<file path="config.mk">
export PLATFORM = sky130hd
export DESIGN_NAME = gpio_in_conditioner
export DESIGN_NICKNAME = d
export VERILOG_FILES = /design/src/rtl/gpio_in_conditioner_pkg.sv /design/src/rtl/gpio_in_bit_filter.sv /design/src/rtl/gpio_in_conditioner.sv
export SDC_FILE = /design/constraint.sdc
export NUM_CORES = 1
export LEC_CHECK = 0
export CORE_ASPECT_RATIO = 1.1
export CORE_UTILIZATION = 51
export DETAILED_ROUTE_END_ITERATION = 10
export MAX_ROUTING_LAYER = met4
export PLACE_DENSITY = 0.78
export RECOVER_POWER = 25
export SLEW_MARGIN = 5
export SYNTH_ARGS = -nofsm -noshare
export SYNTH_HDL_FRONTEND = slang
export SYNTH_HIERARCHICAL = 1
export SYNTH_SLANG_ARGS = --single-unit
export TNS_END_PERCENT = 20
</file>
<file path="constraint.sdc">
create_clock -name clk -period 1 [get_ports clk]
set_input_delay 0.1 -clock clk [delete_from_list [all_inputs] [get_ports clk]]
set_output_delay 0.1 -clock clk [all_outputs]
set_load 0.01 [all_outputs]
</file>
<file path="src/rtl/gpio_in_conditioner_pkg.sv">
`default_nettype none
// ---------------------------------------------------------------------------
// gpio_in_conditioner_pkg
// Shared constant helpers for the GPIO input conditioner.
// Revision: 1.0
// ---------------------------------------------------------------------------
package gpio_in_conditioner_pkg;

  // Debounce counter width: clog2 of the cycle count, never below one bit.
  function automatic int cnt_width(input int n);
    return (n <= 1) ? 1 : $clog2(n);
  endfunction

endpackage
`default_nettype wire

</file>
<file path="src/rtl/gpio_in_bit_filter.sv">
`default_nettype none
// ---------------------------------------------------------------------------
// gpio_in_bit_filter
// Single-bit pad synchroniser, optional debounce and registered edge pulses.
// Revision: 1.0
// ---------------------------------------------------------------------------
module gpio_in_bit_filter
  import gpio_in_conditioner_pkg::*;
#(
  parameter int SYNC_STAGES     = 2,
  parameter int DEBOUNCE_CYCLES = 4
) (
  input  logic clk,
  input  logic reset,
  input  logic pad,
  input  logic filter_en,
  output logic data,
  output logic rise,
  output logic fall
);

  localparam int               CNT_W   = cnt_width(DEBOUNCE_CYCLES);
  localparam logic [CNT_W-1:0] CNT_MAX = CNT_W'(DEBOUNCE_CYCLES - 1);

  logic [SYNC_STAGES-1:0] sync_ff;
  logic [CNT_W-1:0]       cnt;
  logic                   level;
  logic                   rise_ff;
  logic                   fall_ff;
  logic                   sync_q;
  logic                   differ;
  logic                   accept;

  assign sync_q = sync_ff[SYNC_STAGES-1];
  assign differ = sync_q != level;
  // Bypass ignores the count, so clearing filter_en mid-count accepts at once.
  assign accept = differ && ((cnt == CNT_MAX) || !filter_en);

  always_ff @(posedge clk) begin
    if (reset) begin
      sync_ff <= '0;
      cnt     <= '0;
      level   <= 1'b0;
      rise_ff <= 1'b0;
      fall_ff <= 1'b0;
    end else begin
      sync_ff <= {sync_ff[SYNC_STAGES-2:0], pad};
      rise_ff <= accept && sync_q;
      fall_ff <= accept && !sync_q;
      if (!differ) begin
        cnt <= '0;
      end else if (accept) begin
        level <= sync_q;
        cnt   <= '0;
      end else begin
        cnt <= cnt + 1'b1;
      end
    end
  end

  assign data = level;
  assign rise = rise_ff;
  assign fall = fall_ff;

endmodule
`default_nettype wire

</file>
<file path="src/rtl/gpio_in_conditioner.sv">
`default_nettype none
// ---------------------------------------------------------------------------
// gpio_in_conditioner
// WIDTH independent pad-input conditioners: sync, debounce, rise/fall pulses.
// Revision: 1.0
// ---------------------------------------------------------------------------
module gpio_in_conditioner
  import gpio_in_conditioner_pkg::*;
#(
  parameter int WIDTH           = 8,
  parameter int SYNC_STAGES     = 2,
  parameter int DEBOUNCE_CYCLES = 4
) (
  input  logic             clk,
  input  logic             reset,
  input  logic [WIDTH-1:0] pad_in,
  input  logic             filter_en,
  output logic [WIDTH-1:0] data_out,
  output logic [WIDTH-1:0] rise,
  output logic [WIDTH-1:0] fall
);

  for (genvar b = 0; b < WIDTH; b++) begin : g_bit
    gpio_in_bit_filter #(
      .SYNC_STAGES    (SYNC_STAGES),
      .DEBOUNCE_CYCLES(DEBOUNCE_CYCLES)
    ) u_filter (
      .clk      (clk),
      .reset    (reset),
      .pad      (pad_in[b]),
      .filter_en(filter_en),
      .data     (data_out[b]),
      .rise     (rise[b]),
      .fall     (fall[b])
    );
  end

endmodule
`default_nettype wire

</file>
==> flow_metrics.tcl <==
set metrics [dict create \
    yosys_most_used_dff "dfxtp_1" \
    path_delay_family "buffers and inverters" \
    syn-cell-area_um2 1980 \
    core_area_um2 3680 \
    grt_pass1_vias 1336 \
    synth.mux.area_fraction_pct 0 \
    power.density_nw_per_um2 1400 \
    clock_latency_ns 0.30 \
    worstMarginPinSlew_ns 0.353 \
    synth-seq-cells 56 \
    critPathLaunchType "input port" \
    dieWidth_um 61.4 \
    crit_fanout 24 \
    grt-ovfl-total 0 \
    hpwl_um 2410 \
    stdcell_area_um2 2760 \
    ys_top_cells_by_area "dfxtp_1 (57%), nor2b_1 (7.6%), nor4b_1 (7.1%)" \
    track_usage_pct 19.1 \
    drc 0 \
    vias_per_cell 5.23 \
    synth-edff-count 0 \
    gp_congestion 0.732 \
    synthDominantCellAreaShare_pct 56.6 \
    diodes 0 \
    synth-simple-area-share_pct 32.8 \
    yosys-top-cells-count "dfxtp_1 (56), nor2b_1 (24), nand2b_1 (16), nor4b_1 (16)" \
    drv_cap 0 \
    totalPowerFinal_mw 3.85 \
    routedWlPerCell_um 14.4 \
    synth_nets 179 \
    status "finished with violations" \
    row_count 23 \
    pre_cts_slack_ns -0.346 \
    max_freq_mhz 941 \
    cpMaxStageDelayCell "clkdlybuf4s50_1" \
    clk_pin_slew_ns 0.08 \
    fin_nets 231 \
    setup_ws_ns -0.0630 \
    synth_compound_gate_area_share_pct 2.02 \
    slew_headroom_pct 76.3 \
    synth_xor_area_share_pct 3.54 \
    antenna_found_initial 0 \
    grt_pass1_wl_um 5600 \
    synth_top_area_cell "dfxtp_1" \
    violations "setup timing" \
    ctsHtreeMaxLevel 2 \
    hold_viol_final 0 \
    cp_num_buf_inv 2 \
    drt-total-wl_um 3790 \
    cts-root-buf "clkbuf_8" \
    grt_max_degree 34 \
    die_area_um2 4140 \
    die_h_um 67.4 \
    power.leakage_nw 0.982 \
    place_area_um2 2490 \
    cts_sinks 56 \
    irDropWorstVdd_mv 0.999 \
    cts_tree "built" \
    period_share_pct 106 \
    cp.required_ns 1.18 \
    grt_setup_unrepaired "yes" \
    fin_crit_ns 1.06 \
    synth_top_family_by_area "simple AND/OR/NAND/NOR gates" \
    ys_seq_area_share_pct 56.6 \
    worstSetupEndpointType "flop" \
    cts_hold_buffers 0 \
    synthCells 160 \
    arrival_ns 1.24 \
    clockBufferDepth 2 \
    synth_fa_ha_area_share_pct 5.05 \
    slowest_delay_ns 0.45 \
    postSynthAreaPerCell_um2 12.4 \
    synth_most_common_cell "dfxtp_1" \
    holdWs_ns 0.0550 \
    cts_inserted_buffers 5 \
    drt_iter0_drc 59 \
    critical_path_class "input port to flop" \
    synthArstFlopShare_pct 0 \
    vias 1376 \
    first_pass_iters 4 \
    final_layout_size_suffix_gt1_share_pct 35.2 \
    yosys_warnings 6 \
    ios 35 \
    setup_violations 8 \
    syn_to_final_growth_pct 39.0 \
    start_util_pct 53.8 \
    synth_cell_types 10 \
    finalMaxSlewViolations 0 \
    io_buffer_count 34 \
    hold_path_class "input port to flop" \
    skew_ns 0.00467 \
    finish.utilization_pct 74.8 \
    postRouteAntennaNets 0 \
    critical_path.cell_chain "clkdlybuf4s50_1 > buf_12 > nor2b_2 > nor4b_1" \
]
[power by group]
part / internal, mW / leakage (nW) / switching [mW]
Combinational: 0.164 / 0.478 / 0.164
Clock: 0.565 / 0.0455 / 0.638
Sequential: 2.28 / 0.459 / 0.0341
Total: 3.01 / 0.982 / 0.836
[logic make-up after synthesis]
logic type | count (synthesis)
AO/OA/AOI/OAI | 8
AND/OR/NAND/NOR | 80
XOR/XNOR | 8
adder cells (fa/ha/maj) | 8
flip-flops | 56
[what timing repair did]
item | 4_1_cts | 5_1_grt
pin swaps | 0 | 6
gates resized for setup | 46 | 59
buffers inserted | 0 | 1
endpoints found under the hold margin | 0 | 0
endpoints found under the setup margin | 38 | 57
[registers in the layout, summed over array words and instances, names as in the netlist]
name,count
g_bit.u_filter/data,8
g_bit.u_filter/rise,8
g_bit.u_filter/sync_ff,16
g_bit.u_filter/fall,8
g_bit.u_filter/cnt,16
[per-layer routing]
layer | vias to the layer above | wire length (um) | share of wire [%] | global-route usage [%]
met5 | - | 0 | 0 | -
met4 | 0 | 70 | 1.8 | 7.78
met3 | 6 | 117 | 3.1 | 5.17
met2 | 28 | 2060 | 54 | 34.1
met1 | 656 | 1540 | 41 | 19.3
li1 | 686 | - | - | -
[cell usage in the layout (no fill, tap or decap)]
cell type / n
buf_12: 3
clkbuf_8: 6
dfxtp_2: 6
clkdlybuf4s15_1: 12
ha_2: 5
nor2b_1: 18
xnor2_1: 5
buf_2: 2
nor2b_2: 6
nand2b_1: 10
nor4b_4: 4
nor4_2: 1
nand4bb_1: 8
nor4b_1: 9
nor4_1: 7
dfxtp_1: 50
xnor2_2: 3
buf_4: 8
clkbuf_1: 2
dlygate4sd3_1: 8
ha_4: 3
nor4b_2: 11
clkbuf_2: 11
nand2b_4: 6
clkdlybuf4s50_1: 1
o21ai_0: 8
[layout make-up]
| class | instances | area [um2] |
|---|---|---|
| Clock buffer | 8 | 90.1 |
| Fill cell | 279 | 928 |
| Multi-Input combinational cell | 104 | 1080 |
| Sequential cell | 56 | 1130 |
| Tap cell | 50 | 62.6 |
| Timing Repair Buffer | 45 | 395 |
[stage by stage]
| stage | setup TNS (ns) | std cells |
|---|---|---|
| after floorplan | 0 | 160 |
| after global placement | -6.90 | 254 |
| after detailed placement | -8.56 | 254 |
| after CTS | -0.128 | 262 |
| after global routing | -0.723 | 263 |
| final | -0.175 | 263 |
[worst paths after layout]
check	from	end	slack, ns	cells after the start
hold / removal	reset	g_bit[6].u_filter/sync_ff[0]$_SDFF_PP0_	0.05	2
setup / recovery	filter_en	g_bit[3].u_filter/rise$_SDFF_PP0_	-0.06	4
hold reg to reg	g_bit[5].u_filter/cnt[0]$_SDFF_PP0_	g_bit[5].u_filter/cnt[0]$_SDFF_PP0_	0.44	1
setup reg to reg	g_bit[3].u_filter/cnt[0]$_SDFF_PP0_	g_bit[3].u_filter/rise$_SDFF_PP0_	-0.06	3
Power figures use the tool's default switching activity.
